File: src/rtl/branch_target_buffer.sv
// 2-way set-associative branch target buffer.
// Fetch side: zero-latency combinational lookup on pc.
// Execute side: one registered write port that trains the 2-bit direction
// counters, refreshes targets and allocates entries for taken branches.
module branch_target_buffer #(
  parameter int SETS  = 16,
  parameter int IDX_W = 4,
  parameter int TAG_W = 32 - IDX_W - 2
) (
  input  logic        clk,
  input  logic        rst_n,
  input  logic [31:0] pc,
  output logic        btb_pc_valid,
  output logic        btb_pc_predictTaken,
  output logic [31:0] btb_target_pc,
  input  logic        update_en,
  input  logic [31:0] update_pc,
  input  logic [31:0] update_target,
  input  logic        update_taken,
  input  logic        invalidate_all
);

  // Counter encoding: 00 strong NT, 01 weak NT, 10 weak T, 11 strong T.
  localparam logic [1:0] CTR_MIN        = 2'b00;
  localparam logic [1:0] CTR_MAX        = 2'b11;
  localparam logic [1:0] CTR_WEAK_TAKEN = 2'b10;

  // ---------------------------------------------------------------------------
  // Storage. valid/lru carry the architectural state; tag/target/ctr are only
  // meaningful where the matching valid bit is set.
  // ---------------------------------------------------------------------------
  logic [SETS-1:0]  valid_q  [2];
  logic [SETS-1:0]  lru_q;                 // 0: way0 is least recently used
  logic [TAG_W-1:0] tag_q    [2][SETS];
  logic [31:0]      target_q [2][SETS];
  logic [1:0]       ctr_q    [2][SETS];

  // pc[1:0] and update_pc[1:0] carry no information for the lookup.
  logic unused_addr_bits;
  assign unused_addr_bits = ^{pc[1:0], update_pc[1:0]};

  // ---------------------------------------------------------------------------
  // Fetch-side lookup
  // ---------------------------------------------------------------------------
  logic [IDX_W-1:0] lk_set;
  logic [TAG_W-1:0] lk_tag;
  logic             lk_hit0;
  logic             lk_hit1;

  assign lk_set  = pc[IDX_W+1:2];
  assign lk_tag  = pc[31:IDX_W+2];
  assign lk_hit0 = valid_q[0][lk_set] && (tag_q[0][lk_set] == lk_tag);
  assign lk_hit1 = valid_q[1][lk_set] && (tag_q[1][lk_set] == lk_tag);

  // Select the hitting way (way0 wins a double hit); force zeros on a miss so
  // unreset payload never reaches next-PC selection.
  always_comb begin
    // NOTE: every output gets a default before the branches, so no latch is inferred.
    btb_pc_valid        = 1'b0;
    btb_pc_predictTaken = 1'b0;
    btb_target_pc       = 32'h0;
    if (lk_hit0) begin
      btb_pc_valid        = 1'b1;
      btb_pc_predictTaken = ctr_q[0][lk_set][1];
      btb_target_pc       = target_q[0][lk_set];
    end else if (lk_hit1) begin
      btb_pc_valid        = 1'b1;
      btb_pc_predictTaken = ctr_q[1][lk_set][1];
      btb_target_pc       = target_q[1][lk_set];
    end
  end

  // ---------------------------------------------------------------------------
  // Execute-side update decode
  // ---------------------------------------------------------------------------
  logic [IDX_W-1:0] upd_set;
  logic [TAG_W-1:0] upd_tag;
  logic             upd_hit0;
  logic             upd_hit1;
  logic             upd_hit;
  logic             hit_way;
  logic             victim_way;
  logic             wr_en;
  logic             wr_way;
  logic             wr_alloc;
  logic             wr_target;
  logic [1:0]       cur_ctr;
  logic [1:0]       ctr_nxt;

  assign upd_set  = update_pc[IDX_W+1:2];
  assign upd_tag  = update_pc[31:IDX_W+2];
  assign upd_hit0 = valid_q[0][upd_set] && (tag_q[0][upd_set] == upd_tag);
  assign upd_hit1 = valid_q[1][upd_set] && (tag_q[1][upd_set] == upd_tag);
  assign upd_hit  = upd_hit0 || upd_hit1;
  assign hit_way  = !upd_hit0;

  // Victim: first invalid way (way0 preferred), otherwise the LRU way.
  always_comb begin
    victim_way = lru_q[upd_set];
    if (!valid_q[0][upd_set]) begin
      victim_way = 1'b0;
    end else if (!valid_q[1][upd_set]) begin
      victim_way = 1'b1;
    end
  end

  // A write happens on any hit, or on a taken miss (allocation); invalidate
  // takes priority and drops the update entirely.
  assign wr_en     = update_en && !invalidate_all && (upd_hit || update_taken);
  assign wr_alloc  = !upd_hit;
  assign wr_way    = upd_hit ? hit_way : victim_way;
  assign wr_target = wr_alloc || update_taken;
  assign cur_ctr   = ctr_q[hit_way][upd_set];

  // Saturating counter training on a hit; fresh entries start weakly taken.
  always_comb begin
    ctr_nxt = CTR_WEAK_TAKEN;
    if (upd_hit) begin
      if (update_taken) begin
        ctr_nxt = (cur_ctr == CTR_MAX) ? CTR_MAX : cur_ctr + 2'd1;
      end else begin
        ctr_nxt = (cur_ctr == CTR_MIN) ? CTR_MIN : cur_ctr - 2'd1;
      end
    end
  end

  // ---------------------------------------------------------------------------
  // Architectural state: valid and LRU bits, async reset, sync invalidate.
  // ---------------------------------------------------------------------------
  always_ff @(posedge clk or negedge rst_n) begin
    // NOTE: sequential state uses non-blocking assignments so every flop samples pre-edge values.
    if (!rst_n) begin
      valid_q[0] <= '0;
      valid_q[1] <= '0;
      lru_q      <= '0;
    end else if (invalidate_all) begin
      valid_q[0] <= '0;
      valid_q[1] <= '0;
      lru_q      <= '0;
    end else if (wr_en) begin
      valid_q[wr_way][upd_set] <= 1'b1;
      lru_q[upd_set]           <= ~wr_way;
    end
  end

  // Payload arrays: single write port, one way per cycle.
  always_ff @(posedge clk) begin
    // NOTE: payload storage is deliberately not reset; the valid bits gate every read of it.
    if (wr_en) begin
      ctr_q[wr_way][upd_set] <= ctr_nxt;
      if (wr_target) begin
        target_q[wr_way][upd_set] <= update_target;
      end
      if (wr_alloc) begin
        tag_q[wr_way][upd_set] <= upd_tag;
      end
    end
  end

endmodule

File: config.mk
export PLATFORM = sky130hd
export DESIGN_NAME = branch_target_buffer
export DESIGN_NICKNAME = d
export VERILOG_FILES = /design/src/rtl/branch_target_buffer.sv
export SDC_FILE = /design/constraint.sdc
export NUM_CORES = 2
export LEC_CHECK = 0
export CORE_MARGIN = 2
export CORE_UTILIZATION = 51
export DETAILED_ROUTE_END_ITERATION = 10
export HOLD_SLACK_MARGIN = 0.12
export PLACE_DENSITY_LB_ADDON = 0.1
export SLEW_MARGIN = 20
export SYNTH_ARGS = -nofsm -noshare
export SYNTH_HDL_FRONTEND = slang
export SYNTH_SLANG_ARGS = --single-unit
File: constraint.sdc
create_clock -name clk -period 10.1 [get_ports clk]
set_input_delay 1.515 -clock clk [delete_from_list [all_inputs] [get_ports clk]]
set_output_delay 1.515 -clock clk [all_outputs]
set_load 0.05 [all_outputs]
-- Word level (Yosys, flattened, before mapping)
Memory sizes are Yosys's and may differ from the RTL's.
Index checks and enable logic that the tools add are counted.
- memory bits (writable): 1920
- memories: 3
- input port bits: 101
- output and inout port bits: 34
- flip-flop bits (word level): 48
- memories (memory ; depth ; bits a word ; rd ports ; clocked after Yosys merged registers in ; write ports ; line ; source):
    target_q ; 2 ; 512 ; 2 ; 0 ; 1 ; 35 ; logic [31:0] target_q [2][SETS];
    tag_q ; 2 ; 416 ; 2 ; 0 ; 1 ; 34 ; logic [TAG_W-1:0] tag_q [2][SETS];
    ctr_q ; 2 ; 32 ; 3 ; 0 ; 1 ; 36 ; logic [1:0] ctr_q [2][SETS];
- equality and inequality tests: 5
- bitwise operators: 5
- reductions and logical operators: 17
- muxes and demuxes: 73
- $lt $le $gt $ge: 8
- add/sub/neg operators: 2
- operator list (kind ; number):
    2-to-1 mux 512 bit ; 1
    binary-select mux 26 bit (select 4 bit) ; 4
    2-to-1 mux 416 bit ; 1
    2-to-1 mux 32 bit ; 10
    binary-select mux 32 bit (select 4 bit) ; 2
    2-to-1 mux 26 bit ; 9
    demux 32 bit (select 4 bit) ; 1
    demux 26 bit (select 4 bit) ; 1
    equality test 26 bit ; 4
    2-to-1 mux 16 bit ; 3
    bitwise OR 32 bit ; 1
    binary-select mux 2 bit (select 4 bit) ; 3
    2-to-1 mux 2 bit ; 11
    binary-select mux 1 bit (select 4 bit) ; 5
    2-to-1 mux 1 bit ; 18
    bitwise mux 16 bit ; 1
    demux 16 bit (select 1 bit) ; 1
    greater-or-equal comparator 5 bit, second input constant ; 2
    < comparator 4 x 5 -> 1 bit, second input constant ; 2
    inverter 4 -> 5 bit ; 2
    logical AND 1 bit ; 9
    demux 2 bit (select 4 bit) ; 1
    < comparator 5 x 1 -> 1 bit, second input constant ; 1
    demux 1 bit (select 4 bit) ; 1
    12 further kinds ; 16

-- Depth between registers and ports, before layout
- word-level depth: 16
- mapped depth: 19

-- Least setup slack after synthesis
No wires, ideal clock.
- kind: input to output
- from: in pc[2]
- to: out btb_target_pc[22]
- arrival: 5831 ps
- slack: 2754 ps
- stages: 14
- cells stage by stage: buf_4 > buf_4 > buf_4 > buf_2 > buf_2 > mux4_2 > mux4_2 > xnor2_1 > nand4_1 > nor4_1 > nand4_1 > clkbuf_1 > nand2b_1 > o21ai_0
- longest elaborated chain between the ends: 8
- elaborated cells between the ends (all ways): 23
- those cells by class: eq/ne (2); mux (18); bitwise (1); reduce/logical (2)
- ends and longest elaborated chain (element ; line ; source):
    from (decl) ; 12 ; input logic [31:0] pc,
    inverter 4 -> 5 bit (not written as such) ; n/a ;
    binary-select mux 26 bit (select 4 bit) ; 53 ; assign lk_hit1 = valid_q[1][lk_set] && (tag_q[1][lk_set] == lk_tag);
    2-to-1 mux 26 bit (not written as such) (2 in a row) ; 53 ;
    equality test 26 bit ; 53 ;
    logical AND 1 bit ; 53 ;
    2-to-1 mux 32 bit ; 66 ; end else if (lk_hit1) begin
    2-to-1 mux 32 bit * ; 62 ; if (lk_hit0) begin
    to (decl) ; 15 ; output logic [31:0] btb_target_pc,
Every way passes the cells marked *; elsewhere a longest branch is shown, timed or not. The select of a mux whose other input is x is not followed.

-- Worst setup path after layout
- from: in pc[2]
- to: out btb_target_pc[24]
The elaborated chain is that of the path after synthesis.

==> metrics.md <==
| Metric | Value |
|---|---|
| WL final | 225 mm |
| Ys Warns | 0 |
| Number of global-route vias before repair | 42,416 |
| Layout Skew | 22.2 ps |
| Gate Count Post-Synth | 3,832 |
| Most Used Layer, Global Route | met2 |
| Port bufs | 130 |
| Post-Syn Area per Cell | 21.8 um2 |
| TNS Setup | 0 ps |
| Fin crit share | 0.840 |
| Post-Syn Area | 83,700 um2 |
| Crit path DAT | 6970 ps |
| Hold Slack | 514 ps |
| Post-route cell area | 94,700 um2 |
| Share of synthesized cell area in and, or, nand and nor gates | 0.0218 |
| Initial Util | 0.514 |
| Mux share of post-synthesis cell area | 0.234 |
| Fin. max-slew vios | 0 |
| Wire per inst | 35.1 um |
| Vias | 41,975 |
| CP delay by family, top | buffers and inverters |
| Final hold vios | 0 |
| Number of max-cap violations | 0 |
| First-pass GRT wire length | 318 mm |
| Crit path launch type | input pin |
| Max incr delay on CP | 930 ps |
| Placeable Area | 163,000 um2 |
| Largest family of logic cells by synthesized area | multiplexers |
| Dpl hpwl | 122 mm |
| Compound-Gate Fraction of Synth Area | 0.0141 |
| Pwr per Cell Area | 183 nW/um2 |
| Layout cells sized above 1 | 0.321 |
| Clock Tree Root | clkbuf_16 |
| Area after DPL | 88,300 um2 |
| Max_slew headroom | 0.237 |
| Die Y | 409 um |
| CTS Buf Count | 198 |
| CP endpoint kind | output pin |
| Clock transition at path regs | 60 ps |
| Synth-to-layout area growth | 13.1% |
| Bufs on Longest Clock Path | 3 |
| Post-CTS setup buffers | 0 |
| Post-synth EDFFs | 1,920 |
| Initial antenna violation count | 7 |
| Die area | 167,000 um2 |
| Synth top area cells | edfxtp_1 (69%), mux4_2 (22%), dfrtp_1 (1.4%) |
| Required time of the critical path | 8590 ps |
| Netlist cell types | 65 |
| CTS Hold Bufs | 0 |
| Worst R2R Setup Slack | 4250 ps |
| Worst slew pin tran | 1140 ps |
| RSZ-0062 raised after global routing | false |
| Crit path time final | 8490 ps |
| Adder-Cell Fraction of Synth Area | 0.000120 |
| Hold Crit Class | flip-flop to flip-flop |
| Die W | 409 um |
| Area fraction of the dominant cell type after synthesis | 0.689 |
| Fillers | 11,861 |
| Kind of critical path | input pin to output pin |
| Register area share after synthesis | 0.703 |
| Drc violations | 0 |
| Nets@finish | 4,168 |
| GRT Overall Usage | 0.270 |
| H-tree Lvls | 4 |
| Final setup viols | 0 |
| Cell breakdown of the critical path | buf_8 > buf_4 > mux4_2 > mux4_2 > xnor2_1 > nand4_1 > nor4_1 > nand4_1 > buf_4 > nand2b_1 > o21ai_0 > clkdlybuf4s50_1 |
| Synth Register Bits | 1,968 |
| Syn Nets | 3,933 |
| Synth area leader | edfxtp_1 |
| Main flop type after synthesis | edfxtp_1 |
| Status | finished clean |
| Worst-path fanout max | 54 |
| Total leakage power | 29.4 nW |
| Clock sink count | 1,968 |
| Routed Antenna Nets | 0 |
| Fraction of registers with async set/reset | 0.0244 |
| FP Rows | 148 |
| Xor/xnor share of the synthesized area | 0.0114 |
| Routing usage on met3 | 0.0434 |
| Largest net degree at the start of global routing | 132 |
| CTS tree | yes |
| Met2 usage | 0.438 |
| Initial DRC count | 5,109 |
| GR Overflow Total | 0 |
| Routability congestion estimate | 0.826 |
| Register area | 58,900 um2 |
| GR Layer Usage met1 | 0.386 |
| DRT Pass-1 Iters | 6 |
| Max Freq | 0.118 GHz |
| Worst IR Drop VDD | 0.000186 V |
| Footprint of the multi-input gates | 24,100 um2 |
| CP bufs+invs | 4 |
| Ports | 135 |
| Worst path slowest cell | clkdlybuf4s50_1 |
| Post_cts resized | 0 |
| Vias per inst | 6.54 |
| Clk_lat worst skew | 830 ps |
cells in the final DEF (no fill, tap or decap), types with 6 or more instances in the layout:
| cell type | instances |
|---|---|
| edfxtp_1 | 1920 |
| mux4_2 | 821 |
| clkbuf_16 | 200 |
| buf_4 | 141 |
| clkdlybuf4s50_1 | 116 |
| nand2_1 | 98 |
| xnor2_1 | 82 |
| nor2_1 | 81 |
| mux2i_1 | 79 |
| clkinv_1 | 58 |
| nor2_4 | 58 |
| a21oi_1 | 50 |
| dfrtp_1 | 48 |
| clkbuf_1 | 47 |
| o21ai_0 | 45 |
| nand2b_1 | 40 |
| xor2_1 | 27 |
| mux2_2 | 25 |
| nand4_1 | 24 |
| clkinv_2 | 22 |
| nor3_1 | 20 |
| bufinv_16 | 20 |
| a22oi_1 | 19 |
| o22ai_1 | 14 |
| nor2b_1 | 12 |
| clkinvlp_4 | 10 |
| buf_12 | 10 |
| nand3_1 | 8 |
| nor4_1 | 8 |
| a211oi_1 | 7 |
| and2_1 | 6 |
| nor3_2 | 6 |
| a311oi_1 | 6 |
| buf_2 | 6 |
per-stage QoR:
stage | util | worst slack, ps | total power [W] | std cells
2_1_floorplan | - | 2750 | 0.00981 | 3832
3_3_place_gp | 0.542 | 1490 | 0.0102 | 6042
3_5_place_dp | 0.542 | 1490 | 0.0102 | 6042
4_1_cts | 0.581 | 1500 | 0.0175 | 6413
5_1_grt | 0.581 | 1410 | 0.0178 | 6413
6_report | 0.581 | 1610 | 0.0173 | 6417
cells in the mapped netlist (4+ instances only):
library cell	n
edfxtp_1	1920
mux4_2	821
nor2_1	139
nand2_1	98
xnor2_1	82
buf_2	81
mux2i_1	79
clkbuf_1	74
a21oi_1	51
buf_1	51
dfrtp_1	48
o21ai_0	45
nand2b_1	40
xor2_1	27
nor3_1	26
mux2_2	25
nand4_1	24
buf_4	20
a22oi_1	19
buf_6	18
o22ai_1	14
nor2b_1	12
nor4_1	9
nand3_1	8
a211oi_1	7
a311oi_1	6
and2_1	6
a22o_1	5
o211ai_1	5
or4_1	5
a221oi_1	4
and3_1	4
inv_1	4
mux2_1	4
nor2_2	4
routing by layer:
layer / vias to the layer above / part of all wire / wire [um]
met3: 343 / 0.073 / 16300
met4: 6 / 0.028 / 6340
met2: 1869 / 0.49 / 111000
met5: - / 0.00012 / 27
met1: 22815 / 0.40 / 91200
li1: 16942 / - / -
worst paths after layout:
check                                    end  cells past startpoint           from
max                        btb_target_pc[24]                     12          pc[2]
min                              valid_q[14]                      2    valid_q[14]
max reg2reg                 target_q[0][392]                     12  tag_q[0][321]
min reg2reg                      valid_q[14]                      2    valid_q[14]
max in group asynchronous           lru_q[3]                      2          rst_n
min in group asynchronous         valid_q[6]                      2          rst_n
cell type report:
| type | count | area share |
|---|---|---|
| tap | 2175 | 0.0287 |
| sequential | 1968 | 0.622 |
| timing repair buffer | 280 | 0.0270 |
| clock inverter | 124 | 0.0131 |
| inverter | 6 | 0.000238 |
| antenna | 4 | 0.000106 |
| multi-input combinational | 1613 | 0.254 |
| clock buffer | 247 | 0.0547 |
power breakdown:
group	total (W)	switching, W	internal (W)
logic	0.00104	0.000585	0.000455
registers	0.00899	0.00000908	0.00898
clock network	0.00729	0.00313	0.00416
flip-flops by register name, summed over array words and instances (netlist names):
| register | count |
|---|---|
| ctr_q | 64 |
| target_q | 1024 |
| tag_q | 832 |
| valid_q | 32 |
| lru_q | 16 |
worst min-delay path, cell delays in order (launching register included):
cell,delay (ps)
dfrtp_1,350
a21oi_1,50
nor2_1,70
kinds of logic (layout without fill, tap and decap cells):
logic type,count (synthesis),after routing
multiplexers,930,930
other,0,4
buffers and inverters,251,657
AO/OA/AOI/OAI,184,184
XOR/XNOR,109,109
adder cells (fa/ha/maj),1,1
flip-flops,1968,1968
AND/OR/NAND/NOR,389,389
Note: power is estimated with default switching activity, not from simulation.
